==> config.mk <==
export PLATFORM = sky130hd
export DESIGN_NAME = dmem_arbiter
export DESIGN_NICKNAME = d
export VERILOG_FILES = /design/src/rtl/dmem_arbiter_pkg.sv /design/src/rtl/dmem_arbiter.sv
export SDC_FILE = /design/constraint.sdc
export NUM_CORES = 1
export LEC_CHECK = 0
export ABC_AREA = 1
export CAP_MARGIN = 5
export CORE_AREA = 2 2 115 117
export DETAILED_ROUTE_END_ITERATION = 7
export DIE_AREA = 0 0 117 119
export PLACE_DENSITY = 0.64
export SLEW_MARGIN = 20
export SYNTH_ARGS = -nofsm -noshare
export SYNTH_HDL_FRONTEND = slang
export SYNTH_SLANG_ARGS = --single-unit
==> constraint.sdc <==
create_clock -name clka -period 2.44 [get_ports clka]
set_input_delay 0.488 -clock clka [delete_from_list [all_inputs] [get_ports clka]]
set_output_delay 0.488 -clock clka [all_outputs]
set_load 0.01 [all_outputs]
==> src/rtl/dmem_arbiter_pkg.sv <==
// Shared identifiers for the data-memory arbiter: requester ids, FSM encoding
// and the width of the starvation counter (holds STARVE_LIMIT up to 255).
package dmem_arbiter_pkg;

  localparam logic M_CPU = 1'b0;
  localparam logic M_LDR = 1'b1;

  localparam int CNT_W = 8;

  typedef enum logic {
    ARB    = 1'b0,
    LOCKED = 1'b1
  } arb_state_t;

endpackage

==> src/rtl/dmem_arbiter.sv <==
// Shares one data-memory port between the CPU (m0, fixed priority) and the UART
// loader (m1, starvation guard + burst lock); routes 1-cycle read data back.
module dmem_arbiter
  import dmem_arbiter_pkg::*;
#(
  parameter int ADDR_W       = 32,
  parameter int DATA_W       = 32,
  parameter int STARVE_LIMIT = 8
) (
  input  logic              clka,
  input  logic              rst_n,

  input  logic              m0_req,
  input  logic              m0_we,
  input  logic [ADDR_W-1:0] m0_addr,
  input  logic [DATA_W-1:0] m0_wdata,
  output logic              m0_gnt,
  output logic              m0_rvalid,
  output logic [DATA_W-1:0] m0_rdata,

  input  logic              m1_req,
  input  logic              m1_we,
  input  logic [ADDR_W-1:0] m1_addr,
  input  logic [DATA_W-1:0] m1_wdata,
  input  logic              m1_lock,
  output logic              m1_gnt,
  output logic              m1_rvalid,
  output logic [DATA_W-1:0] m1_rdata,

  output logic              mem_ena,
  output logic              mem_wea,
  output logic [ADDR_W-1:0] mem_addra,
  output logic [DATA_W-1:0] mem_dina,
  input  logic [DATA_W-1:0] mem_douta
);

  localparam logic [CNT_W-1:0] LIMIT = CNT_W'(STARVE_LIMIT);

  arb_state_t       state, state_nxt;
  logic [CNT_W-1:0] starve_cnt, starve_nxt;
  logic             rd_pend, rd_pend_nxt;
  logic             rd_owner, rd_owner_nxt;
  logic             lock_hold;
  logic             force_m1;
  logic             gnt0, gnt1;

  // A dropped lock releases the port in the same cycle, so LOCKED only
  // constrains arbitration while m1_lock is still high.
  always_comb begin
    state_nxt = ARB;
    gnt0      = 1'b0;
    gnt1      = 1'b0;
    lock_hold = (state == LOCKED) && m1_lock;
    force_m1  = (starve_cnt == LIMIT) && m1_req;

    if (lock_hold) begin
      gnt1      = m1_req;
      state_nxt = LOCKED;
    end else begin
      if (force_m1 || (m1_req && !m0_req)) begin
        gnt1 = 1'b1;
      end else begin
        gnt0 = m0_req;
      end
      if (gnt1 && m1_lock) begin
        state_nxt = LOCKED;
      end
    end

    // Grants are combinational, so they are masked while reset is asserted.
    if (!rst_n) begin
      gnt0 = 1'b0;
      gnt1 = 1'b0;
    end
  end

  always_comb begin
    starve_nxt = starve_cnt;
    if (lock_hold || gnt1 || !m1_req) begin
      starve_nxt = '0;
    end else if (starve_cnt != LIMIT) begin
      starve_nxt = starve_cnt + CNT_W'(1);
    end
  end

  always_comb begin
    rd_pend_nxt  = 1'b0;
    rd_owner_nxt = rd_owner;
    if (gnt0 && !m0_we) begin
      rd_pend_nxt  = 1'b1;
      rd_owner_nxt = M_CPU;
    end else if (gnt1 && !m1_we) begin
      rd_pend_nxt  = 1'b1;
      rd_owner_nxt = M_LDR;
    end
  end

  always_ff @(posedge clka or negedge rst_n) begin
    if (!rst_n) begin
      state      <= ARB;
      starve_cnt <= '0;
      rd_pend    <= 1'b0;
      rd_owner   <= M_CPU;
    end else begin
      state      <= state_nxt;
      starve_cnt <= starve_nxt;
      rd_pend    <= rd_pend_nxt;
      rd_owner   <= rd_owner_nxt;
    end
  end

  always_comb begin
    mem_wea   = 1'b0;
    mem_addra = '0;
    mem_dina  = '0;
    if (gnt0) begin
      mem_wea   = m0_we;
      mem_addra = m0_addr;
      mem_dina  = m0_wdata;
    end else if (gnt1) begin
      mem_wea   = m1_we;
      mem_addra = m1_addr;
      mem_dina  = m1_wdata;
    end
  end

  assign mem_ena   = gnt0 | gnt1;
  assign m0_gnt    = gnt0;
  assign m1_gnt    = gnt1;

  assign m0_rvalid = rd_pend && (rd_owner == M_CPU);
  assign m1_rvalid = rd_pend && (rd_owner == M_LDR);
  assign m0_rdata  = mem_douta;
  assign m1_rdata  = mem_douta;

endmodule

# [Word-level counts from Yosys, hierarchy flattened]
# Cells that the tools add are included.
[word_totals] reg_bits=11 in_bits=167 out_inout_bits=134 elab_cells=47
[op_classes] addsub=1 eq_ne=2 muxes=21 bitwise=2 n_reduce_logical=17
[ops] cell="2-to-1 mux 32 bit" n=4
[ops] cell="2-to-1 mux 8 bit" n=2
[ops] cell="2-to-1 mux 1 bit" n=15
[ops] cell="adder 8 x 1 -> 8 bit, second input constant" n=1
[ops] cell="== test 8 x 4 -> 1 bit, second input constant" n=1
[ops] cell="logical AND 1 bit" n=8
[ops] cell="inequality test 8 x 4 -> 1 bit, second input constant" n=1
[ops] cell="zero test 1 bit" n=4
[ops] cell="nonzero test 2 bit" n=2
[ops] cell="logical OR 1 bit" n=3
[ops] cell="NOT 1 bit" n=1
[ops] cell="bitwise OR 1 bit" n=1

# [Depth between registers and ports, before layout]
[depth] word_depth=10 mapped_depth=10 mapped_depth_nobuf=8

# [Worst setup path before layout]
# No wires, ideal clock.
[synth_timing] path_type="reg2out" startpoint="register starve_cnt[0]" endpoint="output mem_addra[21]" arrival_ps=1459 required_ps=1952 path_slack_ps=493 path_stages_with_launch=10 n_path_buf=2 cell_sequence="dfrtp_1 -> inv_1 -> ha_1 -> nand3_2 -> o21ai_2 -> nand2_2 -> nand2_2 -> buf_6 -> buf_6 -> o21ai_1"
[synth_via] elab_chain_cells=9 elab_cells_between_ends=12 cone_classes="eq/ne (1); mux (9); reduce/logical (2)"
[synth_lines] element="start: declaration" line="dmem_arbiter.sv:40" text="logic [CNT_W-1:0] starve_cnt, starve_nxt;"
[synth_lines] element="start signal: assignment" line="dmem_arbiter.sv:106" text="starve_cnt <= starve_nxt;"
[synth_lines] element="== test 8 x 4 -> 1 bit (*)" line="dmem_arbiter.sv:54" text="force_m1 = (starve_cnt == LIMIT) && m1_req;"
[synth_lines] element="logical AND 1 bit (*)" line="dmem_arbiter.sv:54"
[synth_lines] element="logical OR 1 bit (*)" line="dmem_arbiter.sv:60" text="if (force_m1 || (m1_req && !m0_req)) begin"
[synth_lines] element="2-to-1 mux 1 bit" line="dmem_arbiter.sv:60"
[synth_lines] element="2-to-1 mux 1 bit (2 in a row)" line="dmem_arbiter.sv:56" text="if (lock_hold) begin"
[synth_lines] element="2-to-1 mux 1 bit" line="dmem_arbiter.sv:71" text="if (!rst_n) begin"
[synth_lines] element="2-to-1 mux 32 bit" line="dmem_arbiter.sv:120" text="end else if (gnt1) begin"
[synth_lines] element="2-to-1 mux 32 bit (*)" line="dmem_arbiter.sv:116" text="if (gnt0) begin"
[synth_lines] element="end: declaration" line="dmem_arbiter.sv:32" text="output logic [ADDR_W-1:0] mem_addra,"
# Every way passes the cells marked *; elsewhere a longest branch is shown, timed or not. The select of a mux whose other input is x is not followed.

# [Final worst setup path]
[layout_timing] startpoint="register starve_cnt[0]" endpoint="output mem_dina[27]"
[layout_via] elab_chain_cells=9 elab_cells_between_ends=12 cone_classes="eq/ne (1); mux (9); reduce/logical (2)"
[layout_lines] element="== test 8 x 4 -> 1 bit (*)" line="dmem_arbiter.sv:54"
[layout_lines] element="logical AND 1 bit (*)" line="dmem_arbiter.sv:54"
[layout_lines] element="logical OR 1 bit (*)" line="dmem_arbiter.sv:60"
[layout_lines] element="2-to-1 mux 1 bit" line="dmem_arbiter.sv:60"
[layout_lines] element="2-to-1 mux 1 bit (2 in a row)" line="dmem_arbiter.sv:56"
[layout_lines] element="2-to-1 mux 1 bit" line="dmem_arbiter.sv:71"
[layout_lines] element="2-to-1 mux 32 bit" line="dmem_arbiter.sv:120"
[layout_lines] element="2-to-1 mux 32 bit (*)" line="dmem_arbiter.sv:116"
[layout_lines] element="end: declaration" line="dmem_arbiter.sv:33" text="output logic [DATA_W-1:0] mem_dina,"
# Marked as above.

==> run metrics <==
fmax=0.4187 GHz; final setup vio count=0; critical path cell sequence=inv_2 -> ha_4 -> nand3_4 -> o21ai_4 -> buf_6 -> nand2_8 -> nand2_8 -> clkbuf_16 -> buf_6 -> o21ai_2 -> buf_2; # rows=42; final net count=695; CTS H-Tree Depth=1; slowest stage cell, crit path=dfrtp_1; number of I/O port buffers=204; initial antenna violation count=0; Post-DRT Antenna Nets=0; area of the mapped netlist=0.002277 mm^2; hold bufs inserted after CTS=0; Post-route DRC=0; dpl hpwl=7.245 mm; die area=0.01392 mm^2; Seq/Total Area, Yosys=12.09%; layout cells sized above 1=35.62%; share of the synthesized area in the top cell type=21.10%; synthesis-to-layout area growth=92.91%; CTS Buf Count=3; Synth Net Count=525; area of the multi-input gates=0.001180 mm^2; Vias=2751; Core Region=0.01287 mm^2; slew margin rel.=75.81%; worst slack at placement=-0.4168 ns; status=complete, no violations; first-pass GRT wire length=13.89 mm; DR WL/cell=14.71 um; Final period util=97.87%; Synth warnings=0; CTS root buffer=clkbuf_16; Overall Power=0.001177 W; largest net degree at the start of global routing=32; clock sink count=11; drt initial violations=49; Min Clock Period, post-route=2.388 ns; slack of the critical path=0.05192 ns; FF/Latch Area=275.3 um^2; width of the die=117 um; Worst Hold Class=input port to asynchronous set/reset pin; Synth Area per Inst=6.397 um^2; Clock Path Buffers=2; CTS tree=done; WP data required=1.95 ns; RSZ-0062 raised after global routing=yes; Worst VDD drop=0.3734 mV; slowest stage delay, CP=0.38 ns; Setup crit end kind=output port; worst setup path category=flip-flop to output port; DRT Pass-1 Iters=5; CP max FO=8; total of max-cap violations=0; synth unique cells=22; # fillers=1351; Total Routing Usage GR=12.68%; GP Congestion=0.8509; DR vias/cell=3.919; Final Max Tran Viols=0; Leak Pwr=2.198 nW; synthesized instance count=356; Initial Util=17.69%; clock latency on the worst-skew pair=0.24 ns; PD cells=267.8 mW/mm^2; vias in the first global route=2759; final WL=10.33 mm; ranking of synthesized cells by area=buf_4, o21ai_2, inv_1; final hold vios=0; worst-margin pin slew=0.3624 ns; CP Launch Type=flip-flop; Synth area leader=buf_4; CTS clk-pin slew, worst paths=0.04 ns; Final Skew=0.001049 ns; grt ovf=0; FF+latch count, synth=11; Arrival @ worst endpoint=1.90 ns; num ports=301; Die Height=119 um
stage by stage:
stage | std cells | hold slack [ns] | cell area [um^2] | utilization (%) | TNS (ns)
2_1_floorplan | 356 | 0.1924 | 2277 | - | 0
3_3_place_gp | 672 | 0.5436 | 4076 | 31.66 | -24.56
3_5_place_dp | 672 | 0.5494 | 4076 | 31.66 | -24.61
4_1_cts | 687 | 0.3399 | 4294 | 33.35 | -2.785
5_1_grt | 701 | 0.3741 | 4390 | 34.10 | -0.6741
6_report | 702 | 0.3364 | 4393 | 34.12 | 0
registers in the layout, indices dropped and copies added (netlist names):
| register | count |
|---|---|
| state | 1 |
| rd_owner | 1 |
| starve_cnt | 8 |
| rd_pend | 1 |
kinds of logic (layout without fill, tap and decap cells):
logic type      after synthesis  in the layout  share of synthesized area (%)
compound gates               72             72                          24.45
xor+xnor                      4              4                          1.539
fa+ha+maj                     2              2                          1.099
buf+inv                     161            329                          41.04
flops                        11             11                          12.09
other cells                   0              1                              0
simple gates                106            107                          19.78
worst paths after layout:
kind,slack (ns),cells past startpoint,startpoint,to
setup / recovery,0.05,11,starve_cnt[0]$_DFFE_PN0P_,mem_dina[27]
hold / removal,0.34,2,rst_n,rd_pend$_DFF_PN0_
setup reg to reg,0.73,9,starve_cnt[0]$_DFFE_PN0P_,starve_cnt[2]$_DFFE_PN0P_
hold reg to reg,0.57,4,rd_owner$_DFFE_PN0P_,rd_owner$_DFFE_PN0P_
max in group asynchronous,1.92,2,rst_n,starve_cnt[6]$_DFFE_PN0P_
min in group clka,0.57,4,rd_owner$_DFFE_PN0P_,rd_owner$_DFFE_PN0P_
metal layers:
layer	up-vias	part of all wire (%)	track usage (%)
met5	-	0	0
met4	0	0.22	1.544
met3	3	13	6.107
met2	201	47	21.93
met1	1207	40	14.46
li1	1340	-	-
timing repair:
| item | in CTS | in global routing |
|---|---|---|
| setup endpoints to repair | 68 | 66 |
| gates cloned | 6 | 5 |
| buffers inserted | 5 | 10 |
| hold endpoints to repair | 0 | 0 |
| pin swaps | 6 | 5 |
| resized for setup | 216 | 90 |
layout by cell type, fill, tap and decap left out, types with 3 or more instances in the layout:
cell type and n:
buf_12 6, nor2_1 14, xor2_1 3, inv_2 3
nand2_8 3, clkbuf_16 6, buf_6 8, buf_16 7
o21ai_0 7, o21ai_1 12, buf_2 46, nand2_2 19
clkbuf_2 13, clkdlybuf4s50_1 132, nand3_1 6, buf_4 16
inv_1 79, nand2_1 59, dfrtp_1 11, dlygate4sd2_1 7
o21ai_2 50
cell usage after synthesis (all sizes together):
cell type,instances
inv,83
xor2,3
nand3,7
or2,1
o21bai,2
xnor2,1
nor3,1
nand4,1
dfrtp,11
nor2,15
buf,78
nand2,81
o21ai,70
ha,2
critical path: cells and delay by family (launching register included):
kind                     cells  cell delay, ns
adder cells (fa/ha/maj)      1            0.14
AO/OA/AOI/OAI                2            0.24
buffers and inverters        5            0.63
AND/OR/NAND/NOR              3            0.27
flip-flops                   1            0.38
area by class of cell:
cell class,count,area share [%]
antenna,1,0.05696
multi-input combinational,185,26.86
sequential,11,6.266
timing repair buffer,242,52.78
clock inverter,1,0.1139
inverter,83,7.206
tap,176,5.013
clock buffer,3,1.709
report_power, final:
part	total [W]	internal [W]	switching, W
sequential	0.000198	0.000192	0.00000577
combinational	0.000673	0.000395	0.000278
clock	0.000305	0.000218	0.0000880
(Power assumes the default switching activity.)
